**src/rtl/cc_pkg.sv**
```systemverilog
// Shared constants, FSM state type and identity-matrix helper for the colour-correction coefficient path.
package cc_pkg;
  localparam int CC_NUM_COEFF       = 9;
  localparam int CC_BYTES_PER_COEFF = 2;
  localparam int CC_NUM_BYTES       = CC_NUM_COEFF * CC_BYTES_PER_COEFF;
  localparam int CC_MAX_W           = 16;

  typedef logic [CC_NUM_COEFF-1:0][CC_MAX_W-1:0] cc_wide_bank_t;
  typedef enum logic [1:0] {IDLE, LOAD, CHECK, PENDING} cc_load_state_t;

  // Built at the widest supported coefficient width; users truncate to their own width.
  function automatic cc_wide_bank_t cc_identity(input int frac_bits);
    cc_wide_bank_t bank;
    bank = '0;
    for (int k = 0; k < CC_NUM_COEFF; k += 4)
      bank[k] = CC_MAX_W'(1) << frac_bits;
    return bank;
  endfunction
endpackage

```
**src/rtl/cc_coeff_loader_if.sv**
```systemverilog
// Byte-serial coefficient write stream between the host/control path and cc_coeff_loader.
interface cc_coeff_loader_if;
  logic       wr_valid;
  logic [7:0] wr_data;
  logic       wr_sop;
  logic       wr_ready;

  modport master (output wr_valid, output wr_data, output wr_sop, input  wr_ready);
  modport slave  (input  wr_valid, input  wr_data, input  wr_sop, output wr_ready);
endinterface

```
**src/rtl/cc_shadow_bank.sv**
```systemverilog
// 18-byte shadow coefficient store: byte-addressed writes, whole-bank packed read.
module cc_shadow_bank
  import cc_pkg::*;
#(
  parameter int COEFF_W   = 12,
  parameter int FRAC_BITS = 6
) (
  input  logic                                 clk,
  input  logic                                 reset,
  input  logic                                 we,
  input  logic [4:0]                           addr,
  input  logic [7:0]                           wdata,
  output logic [CC_NUM_COEFF-1:0][COEFF_W-1:0] bank
);
  localparam int            HI_W  = COEFF_W - 8;
  localparam cc_wide_bank_t IDENT = cc_identity(FRAC_BITS);

  // Odd (high) bytes keep only the bits that belong to the coefficient.
  logic [7:0]      lo_q [CC_NUM_COEFF];
  logic [HI_W-1:0] hi_q [CC_NUM_COEFF];

  always_ff @(posedge clk or negedge reset) begin
    if (!reset) begin
      for (int k = 0; k < CC_NUM_COEFF; k++) begin
        lo_q[k] <= IDENT[k][7:0];
        hi_q[k] <= IDENT[k][COEFF_W-1:8];
      end
    end else if (we) begin
      if (addr[0]) hi_q[addr[4:1]] <= wdata[HI_W-1:0];
      else         lo_q[addr[4:1]] <= wdata;
    end
  end

  always_comb begin
    for (int k = 0; k < CC_NUM_COEFF; k++)
      bank[k] = {hi_q[k], lo_q[k]};
  end
endmodule

```
**src/rtl/cc_coeff_loader.sv**
```systemverilog
// Assembles a byte-serial 3x3 colour-correction matrix into a shadow bank and commits it at frame start.
// Optional trailing XOR checksum byte enabled by defining CC_COEFF_LOADER_CHECKSUM_EN.
module cc_coeff_loader
  import cc_pkg::*;
#(
  parameter  int INT_BITS  = 6,
  parameter  int FRAC_BITS = 6,
  localparam int COEFF_W   = INT_BITS + FRAC_BITS
) (
  input  logic                                        clk,
  input  logic                                        reset,
  cc_coeff_loader_if.slave                            wr,
  input  logic                                        frame_start,
  output logic signed [CC_NUM_COEFF-1:0][COEFF_W-1:0] cc_coeff,
  output logic                                        load_pending,
  output logic                                        commit,
  output logic                                        load_err
);
  typedef logic [CC_NUM_COEFF-1:0][COEFF_W-1:0] bank_t;

  function automatic bank_t identity_bank();
    cc_wide_bank_t wide;
    bank_t         b;
    wide = cc_identity(FRAC_BITS);
    for (int k = 0; k < CC_NUM_COEFF; k++)
      b[k] = wide[k][COEFF_W-1:0];
    return b;
  endfunction

  localparam bank_t IDENT = identity_bank();

`ifdef CC_COEFF_LOADER_CHECKSUM_EN
  localparam logic [4:0] LAST_BYTE = 5'(CC_NUM_BYTES);
`else
  localparam logic [4:0] LAST_BYTE = 5'(CC_NUM_BYTES - 1);
`endif

  cc_load_state_t state_q, state_d;
  logic [4:0]     cnt_q, cnt_d;
  logic           wr_ready_q;
  logic           accept;
  logic           commit_d;
  logic           shadow_we;
  logic [4:0]     shadow_addr;
  bank_t          shadow_bank;
`ifdef CC_COEFF_LOADER_CHECKSUM_EN
  logic [7:0]     xor_q, xor_d;
  logic           chk_ok_q, chk_ok_d;
`endif

  assign accept      = wr.wr_valid && wr_ready_q;
  assign wr.wr_ready = wr_ready_q;

  cc_shadow_bank #(
    .COEFF_W   (COEFF_W),
    .FRAC_BITS (FRAC_BITS)
  ) u_shadow (
    .clk   (clk),
    .reset (reset),
    .we    (shadow_we),
    .addr  (shadow_addr),
    .wdata (wr.wr_data),
    .bank  (shadow_bank)
  );

  always_ff @(posedge clk or negedge reset) begin
    if (!reset) state_q <= IDLE;
    else        state_q <= state_d;
  end

  always_comb begin
    state_d     = state_q;
    cnt_d       = cnt_q;
    shadow_we   = 1'b0;
    shadow_addr = cnt_q;
    commit_d    = 1'b0;
`ifdef CC_COEFF_LOADER_CHECKSUM_EN
    xor_d       = xor_q;
    chk_ok_d    = chk_ok_q;
`endif
    case (state_q)
      IDLE, LOAD: begin
        // sop always restarts at byte 0; non-sop bytes in IDLE are swallowed.
        if (accept && wr.wr_sop) begin
          shadow_we   = 1'b1;
          shadow_addr = '0;
          cnt_d       = 5'd1;
          state_d     = LOAD;
`ifdef CC_COEFF_LOADER_CHECKSUM_EN
          xor_d       = wr.wr_data;
`endif
        end else if (accept && (state_q == LOAD)) begin
          shadow_we = (cnt_q < 5'(CC_NUM_BYTES));
          cnt_d     = cnt_q + 5'd1;
`ifdef CC_COEFF_LOADER_CHECKSUM_EN
          xor_d     = xor_q ^ wr.wr_data;
`endif
          if (cnt_q == LAST_BYTE) begin
            cnt_d = cnt_q;
`ifdef CC_COEFF_LOADER_CHECKSUM_EN
            chk_ok_d = (xor_q == wr.wr_data);
            state_d  = CHECK;
`else
            state_d  = PENDING;
`endif
          end
        end
      end
`ifdef CC_COEFF_LOADER_CHECKSUM_EN
      CHECK:   state_d = chk_ok_q ? PENDING : IDLE;
`else
      CHECK:   state_d = IDLE;
`endif
      PENDING: begin
        if (frame_start) begin
          commit_d = 1'b1;
          state_d  = IDLE;
        end
      end
      default: state_d = IDLE;
    endcase
  end

  // Outputs are registered from the next state so they line up with state_q.
  always_ff @(posedge clk or negedge reset) begin
    if (!reset) begin
      cnt_q        <= '0;
      wr_ready_q   <= 1'b0;
      load_pending <= 1'b0;
      commit       <= 1'b0;
      cc_coeff     <= IDENT;
    end else begin
      cnt_q        <= cnt_d;
      wr_ready_q   <= (state_d == IDLE) || (state_d == LOAD);
      load_pending <= (state_d == PENDING);
      commit       <= commit_d;
      if (commit_d) cc_coeff <= shadow_bank;
    end
  end

`ifdef CC_COEFF_LOADER_CHECKSUM_EN
  always_ff @(posedge clk or negedge reset) begin
    if (!reset) begin
      xor_q    <= '0;
      chk_ok_q <= 1'b0;
      load_err <= 1'b0;
    end else begin
      xor_q    <= xor_d;
      chk_ok_q <= chk_ok_d;
      load_err <= (state_q == CHECK) && !chk_ok_q;
    end
  end
`else
  assign load_err = 1'b0;
`endif
endmodule

```
**src/flat_wrapper.sv**
```systemverilog
// flat-port wrapper written by rule: the top's interface ports become plain ports
module cc_coeff_loader_flat import cc_pkg::*;
#(
  parameter  int INT_BITS  = 6,
  parameter  int FRAC_BITS = 6,
  localparam int COEFF_W   = INT_BITS + FRAC_BITS
)
  (clk, reset, frame_start, cc_coeff, load_pending, commit, load_err, wr_wr_valid, wr_wr_data, wr_wr_sop, wr_wr_ready);
  cc_coeff_loader_if wr_i ();
  input  logic clk;
  input  logic reset;
  input  logic frame_start;
  output logic signed [CC_NUM_COEFF-1:0][COEFF_W-1:0] cc_coeff;
  output logic load_pending;
  output logic commit;
  output logic load_err;
  input wire logic [$bits(wr_i.wr_valid)-1:0] wr_wr_valid;
  input wire logic [$bits(wr_i.wr_data)-1:0] wr_wr_data;
  input wire logic [$bits(wr_i.wr_sop)-1:0] wr_wr_sop;
  output wire logic [$bits(wr_i.wr_ready)-1:0] wr_wr_ready;
  assign wr_i.wr_valid = wr_wr_valid;
  assign wr_i.wr_data = wr_wr_data;
  assign wr_i.wr_sop = wr_wr_sop;
  assign wr_wr_ready = wr_i.wr_ready;
  cc_coeff_loader #(.INT_BITS(INT_BITS), .FRAC_BITS(FRAC_BITS)) u_core (.clk(clk), .reset(reset), .wr(wr_i), .frame_start(frame_start), .cc_coeff(cc_coeff), .load_pending(load_pending), .commit(commit), .load_err(load_err));
endmodule
```
**config.mk**
```make
export PLATFORM = sky130hd
export DESIGN_NAME = cc_coeff_loader_flat
export DESIGN_NICKNAME = d
export VERILOG_FILES = /design/src/rtl/cc_pkg.sv /design/src/rtl/cc_coeff_loader_if.sv /design/src/rtl/cc_shadow_bank.sv /design/src/rtl/cc_coeff_loader.sv /design/src/flat_wrapper.sv
export SDC_FILE = /design/constraint.sdc
export NUM_CORES = 1
export LEC_CHECK = 0
export CAP_MARGIN = 20
export CORE_MARGIN = 5
export CORE_UTILIZATION = 39
export CTS_BUF_LIST = sky130_fd_sc_hd__clkbuf_2 sky130_fd_sc_hd__clkbuf_4 sky130_fd_sc_hd__clkbuf_8
export DETAILED_ROUTE_END_ITERATION = 10
export PLACE_DENSITY = 0.67
export SYNTH_ARGS = -nofsm -noshare
export SYNTH_HDL_FRONTEND = slang
export SYNTH_HIERARCHICAL = 1
export SYNTH_SLANG_ARGS = --single-unit
```
**constraint.sdc**
```tcl
create_clock -name clk -period 4.6 [get_ports clk]
set_input_delay 0.69 -clock clk [delete_from_list [all_inputs] [get_ports clk]]
set_output_delay 0.69 -clock clk [all_outputs]
set_load 0.05 [all_outputs]
```
==> flow_summary.rst <==
.. list-table::
   :header-rows: 1

   * - Metric
     - Value
   * - Grt ovf
     - 0
   * - Skew final
     - between 0.01 and 0.015 ns
   * - Total inserted antenna cells
     - 0
   * - Status
     - completed
   * - Post-synthesis sequential element count
     - 226
   * - DIE HEIGHT
     - roughly 160 um
   * - Slew @ Worst Pin
     - approximately 1.1 ns
   * - Number of flops mapped to enable cells by yosys
     - 0
   * - Proportion of synthesized flip-flops having asynchronous set or reset
     - 1.00
   * - Final worst path period share
     - 0.663
   * - Final slew viol count
     - 0
   * - Post-synthesis sequential area ratio
     - 0.645
   * - Number of cell rows
     - 55
   * - Total Nets Final
     - between 600 and 700
   * - Largest net degree at the start of global routing
     - 99
   * - Buffers inserted by post-CTS timing repair
     - 0
   * - Area of the multi-input gates
     - 2970 um2
   * - Number of fillers in the final layout
     - around 1900
   * - Detailed-route vias per instance
     - 4.96
   * - Pwr/cell area
     - 440 nW/um2
   * - Post-synthesis average cell area
     - around 17 um2
   * - Sequential cell area in the final layout
     - 5660 um2
   * - Yosys cell types
     - between 40 and 50
   * - Data arrival, critical path
     - 3.44 ns
   * - Synth Instances
     - ~530
   * - I/O pin cnt
     - between 100 and 150
   * - Max-Slew Margin vs Limit
     - 0.285
   * - DRC Markers
     - 0
   * - Number of cells upsized or downsized after cts
     - 0
   * - Total leakage power
     - roughly 5.3 nW
   * - Number of buffer cells added on primary ports
     - approximately 120
   * - Die width
     - 160 um
   * - Clock root buffer
     - sky130_fd_sc_hd__clkbuf_8
   * - Critical path capture point type
     - flip-flop
   * - Reg2reg setup slack
     - 1.75 ns
   * - Clock latency of the later-clocked register in the worst-skew pair
     - between 0.5 and 0.6 ns
   * - Unrepaired setup endpoints after global routing
     - no
   * - Type of element launching the critical path
     - input pin
   * - Ratio of cells with drive above 1 in the final layout
     - 0.427
   * - Biggest area consumer among synthesized cells
     - sky130_fd_sc_hd__dfrtp_1
   * - CTS sink count
     - roughly 230
   * - Type of the most critical hold path
     - in2async
   * - Clk slew on worst S/H paths
     - about 0.060 ns
   * - Yosys warning count
     - 6
   * - Netlist Area Pre-Place
     - 8780 um2
   * - TritonCTS Buffers
     - 38
   * - Placed wire-length estimate
     - around 12000 um
   * - Full die area
     - 25600 um2
   * - Number of H-tree levels
     - 2
   * - CTS tree
     - done
   * - Final critical path time including I/O delays and setup
     - around 3 ns
   * - Most common cell after layout, fill and taps aside
     - sky130_fd_sc_hd__dfrtp_1
   * - Sum of internal, switching and leakage power
     - just under 5 mW
   * - Number of endpoints with negative hold slack in the final report
     - 0
   * - Critical-path maximum fanout
     - 8
   * - Core area
     - between 20000 and 25000 um2
   * - Setup TNS Final
     - 0 ns
   * - Syn-to-layout area delta
     - 26.8%
   * - Count of maximum capacitance violations
     - 0
   * - Proportion of netlist area held by the largest area contributor
     - 0.627
   * - Total nets after synthesis
     - 543
   * - Quantity of hold-fixing buffers added after cts
     - 0
   * - Drt pass-1 iters
     - 4
   * - Most used flip-flop cell after synthesis
     - sky130_fd_sc_hd__dfrtp_1
   * - Total wire length
     - roughly 19000 um
   * - Highest attainable clock frequency
     - between 300 and 400 MHz
   * - Commonest non-fill, non-tap cells in the layout
     - sky130_fd_sc_hd__dfrtp_1, sky130_fd_sc_hd__mux2_2, sky130_fd_sc_hd__clkdlybuf4s50_1, sky130_fd_sc_hd__clkbuf_8, sky130_fd_sc_hd__mux2_4
   * - Final GP Congestion
     - roughly 0.75
   * - Final routed wire length divided by cell count
     - just under 20 um
   * - Violation count after the first detailed-routing iteration
     - 194
   * - Overall track demand over capacity in global routing
     - 0.152
   * - Worst supply voltage drop on vdd
     - between 0.15 and 0.2 mV
   * - # setup viols final
     - 0
   * - CTS Buffer Depth
     - 3
   * - Remaining antenna violation count after routing
     - 0
   * - Main area contributors after synthesis
     - sky130_fd_sc_hd__dfrtp_1, sky130_fd_sc_hd__mux2_2, sky130_fd_sc_hd__mux2_4, sky130_fd_sc_hd__dfstp_2, sky130_fd_sc_hd__mux2_1
   * - Number of global-route vias before repair
     - 5450
   * - Wire length of the first global-routing pass
     - ~31000 um
   * - Classification of the worst setup path
     - in2reg
   * - Total via count in the routed design
     - slightly below 5000
   * - Critical Path RT
     - 4.99 ns
   * - Antenna violations before repair
     - 0
   * - Starting Density
     - 0.391
-- cells by family after synthesis --
kind of cell	share of synthesized area
flops	0.645
mux	0.286
simple gates	0.0396
buf+inv	0.0178
compound gates	0.00826
fa+ha+maj	0.00285
other cells	0.000427
-- worst max-delay path, cell delays in order --
cell and delay (ns):
sky130_fd_sc_hd__clkdlybuf4s50_1 0.53, sky130_fd_sc_hd__nand4b_1 0.23, sky130_fd_sc_hd__o21ai_0 0.60, sky130_fd_sc_hd__and4bb_1 0.37, sky130_fd_sc_hd__nor2b_1 0.61, sky130_fd_sc_hd__mux2_2 0.42
-- cells in the mapped netlist, types with 3 or more instances --
master,instances
sky130_fd_sc_hd__inv_1,3
sky130_fd_sc_hd__clkbuf_1,4
sky130_fd_sc_hd__dfrtp_1,220
sky130_fd_sc_hd__and2_1,5
sky130_fd_sc_hd__nand2_2,3
sky130_fd_sc_hd__dfstp_2,6
sky130_fd_sc_hd__o22ai_1,3
sky130_fd_sc_hd__nor2b_1,5
sky130_fd_sc_hd__mux2_4,13
sky130_fd_sc_hd__nor2_1,3
sky130_fd_sc_hd__mux2_2,197
sky130_fd_sc_hd__mux2_1,8
sky130_fd_sc_hd__and3_1,4
sky130_fd_sc_hd__buf_4,11
sky130_fd_sc_hd__nand2_1,9
-- worst paths after layout --
path	start	cells past startpoint	endpoint
min reg2reg	u_core/u_shadow/bank[38]$_DFFE_PN0P_	1	u_core/u_shadow/bank[38]$_DFFE_PN0P_
max reg2reg	u_core/state_q[1]$_DFF_PN0_	5	u_core/u_shadow/bank[85]$_DFFE_PN0P_
min	reset	1	u_core/cc_coeff[58]$_DFFE_PN0P_
max in group asynchronous	reset	2	u_core/cc_coeff[6]$_DFFE_PN1P_
min in group clk	u_core/u_shadow/bank[38]$_DFFE_PN0P_	1	u_core/u_shadow/bank[38]$_DFFE_PN0P_
max	wr_wr_valid	6	u_core/u_shadow/bank[85]$_DFFE_PN0P_
-- registers in the layout, indices dropped and copies added, names as in the netlist --
signal and flops:
u_core/cc_coeff 108, u_core/u_shadow/bank 108, u_core/cnt_q 5, u_core/state_q 2, u_core/commit 1, u_core/load_pending 1
u_core/wr.wr_ready 1
-- cell type report --
type,count,share of cell area
Sequential cell,226,0.508
Inverter,3,0.00101
Tap cell,285,0.0320
Multi-Input combinational cell,279,0.266
Timing Repair Buffer,126,0.115
Clock inverter,8,0.00663
Clock buffer,60,0.0702
-- power by group --
part / internal, mW / switching (mW) / total (mW)
logic: 0.283 / 0.228 / 0.511
clock network: 1.14 / 0.793 / 1.93
registers: 2.30 / 0.159 / 2.45
-- per-stage QoR --
step	utilization	cell area [um2]	setup WS, ns	hold slack, ns	instances
after floorplan	-	8780	2.15	0.394	528
after global placement	0.458	10300	1.31	0.467	919
after detailed placement	0.458	10300	1.16	0.474	919
after CTS	0.496	11100	1.64	0.194	987
after global routing	0.496	11100	1.49	0.217	987
final	0.496	11100	1.55	0.175	987
-- layer usage --
layer | global-route usage | vias to the layer above | share of wire
li1 | - | 2190 | -
met3 | 0.0315 | 30 | 0.037
met1 | 0.202 | 2569 | 0.45
met2 | 0.255 | 105 | 0.50
met4 | 0.0434 | 0 | 0.018
met5 | 0 | - | 0
Note: power is estimated with default switching activity, not from simulation.
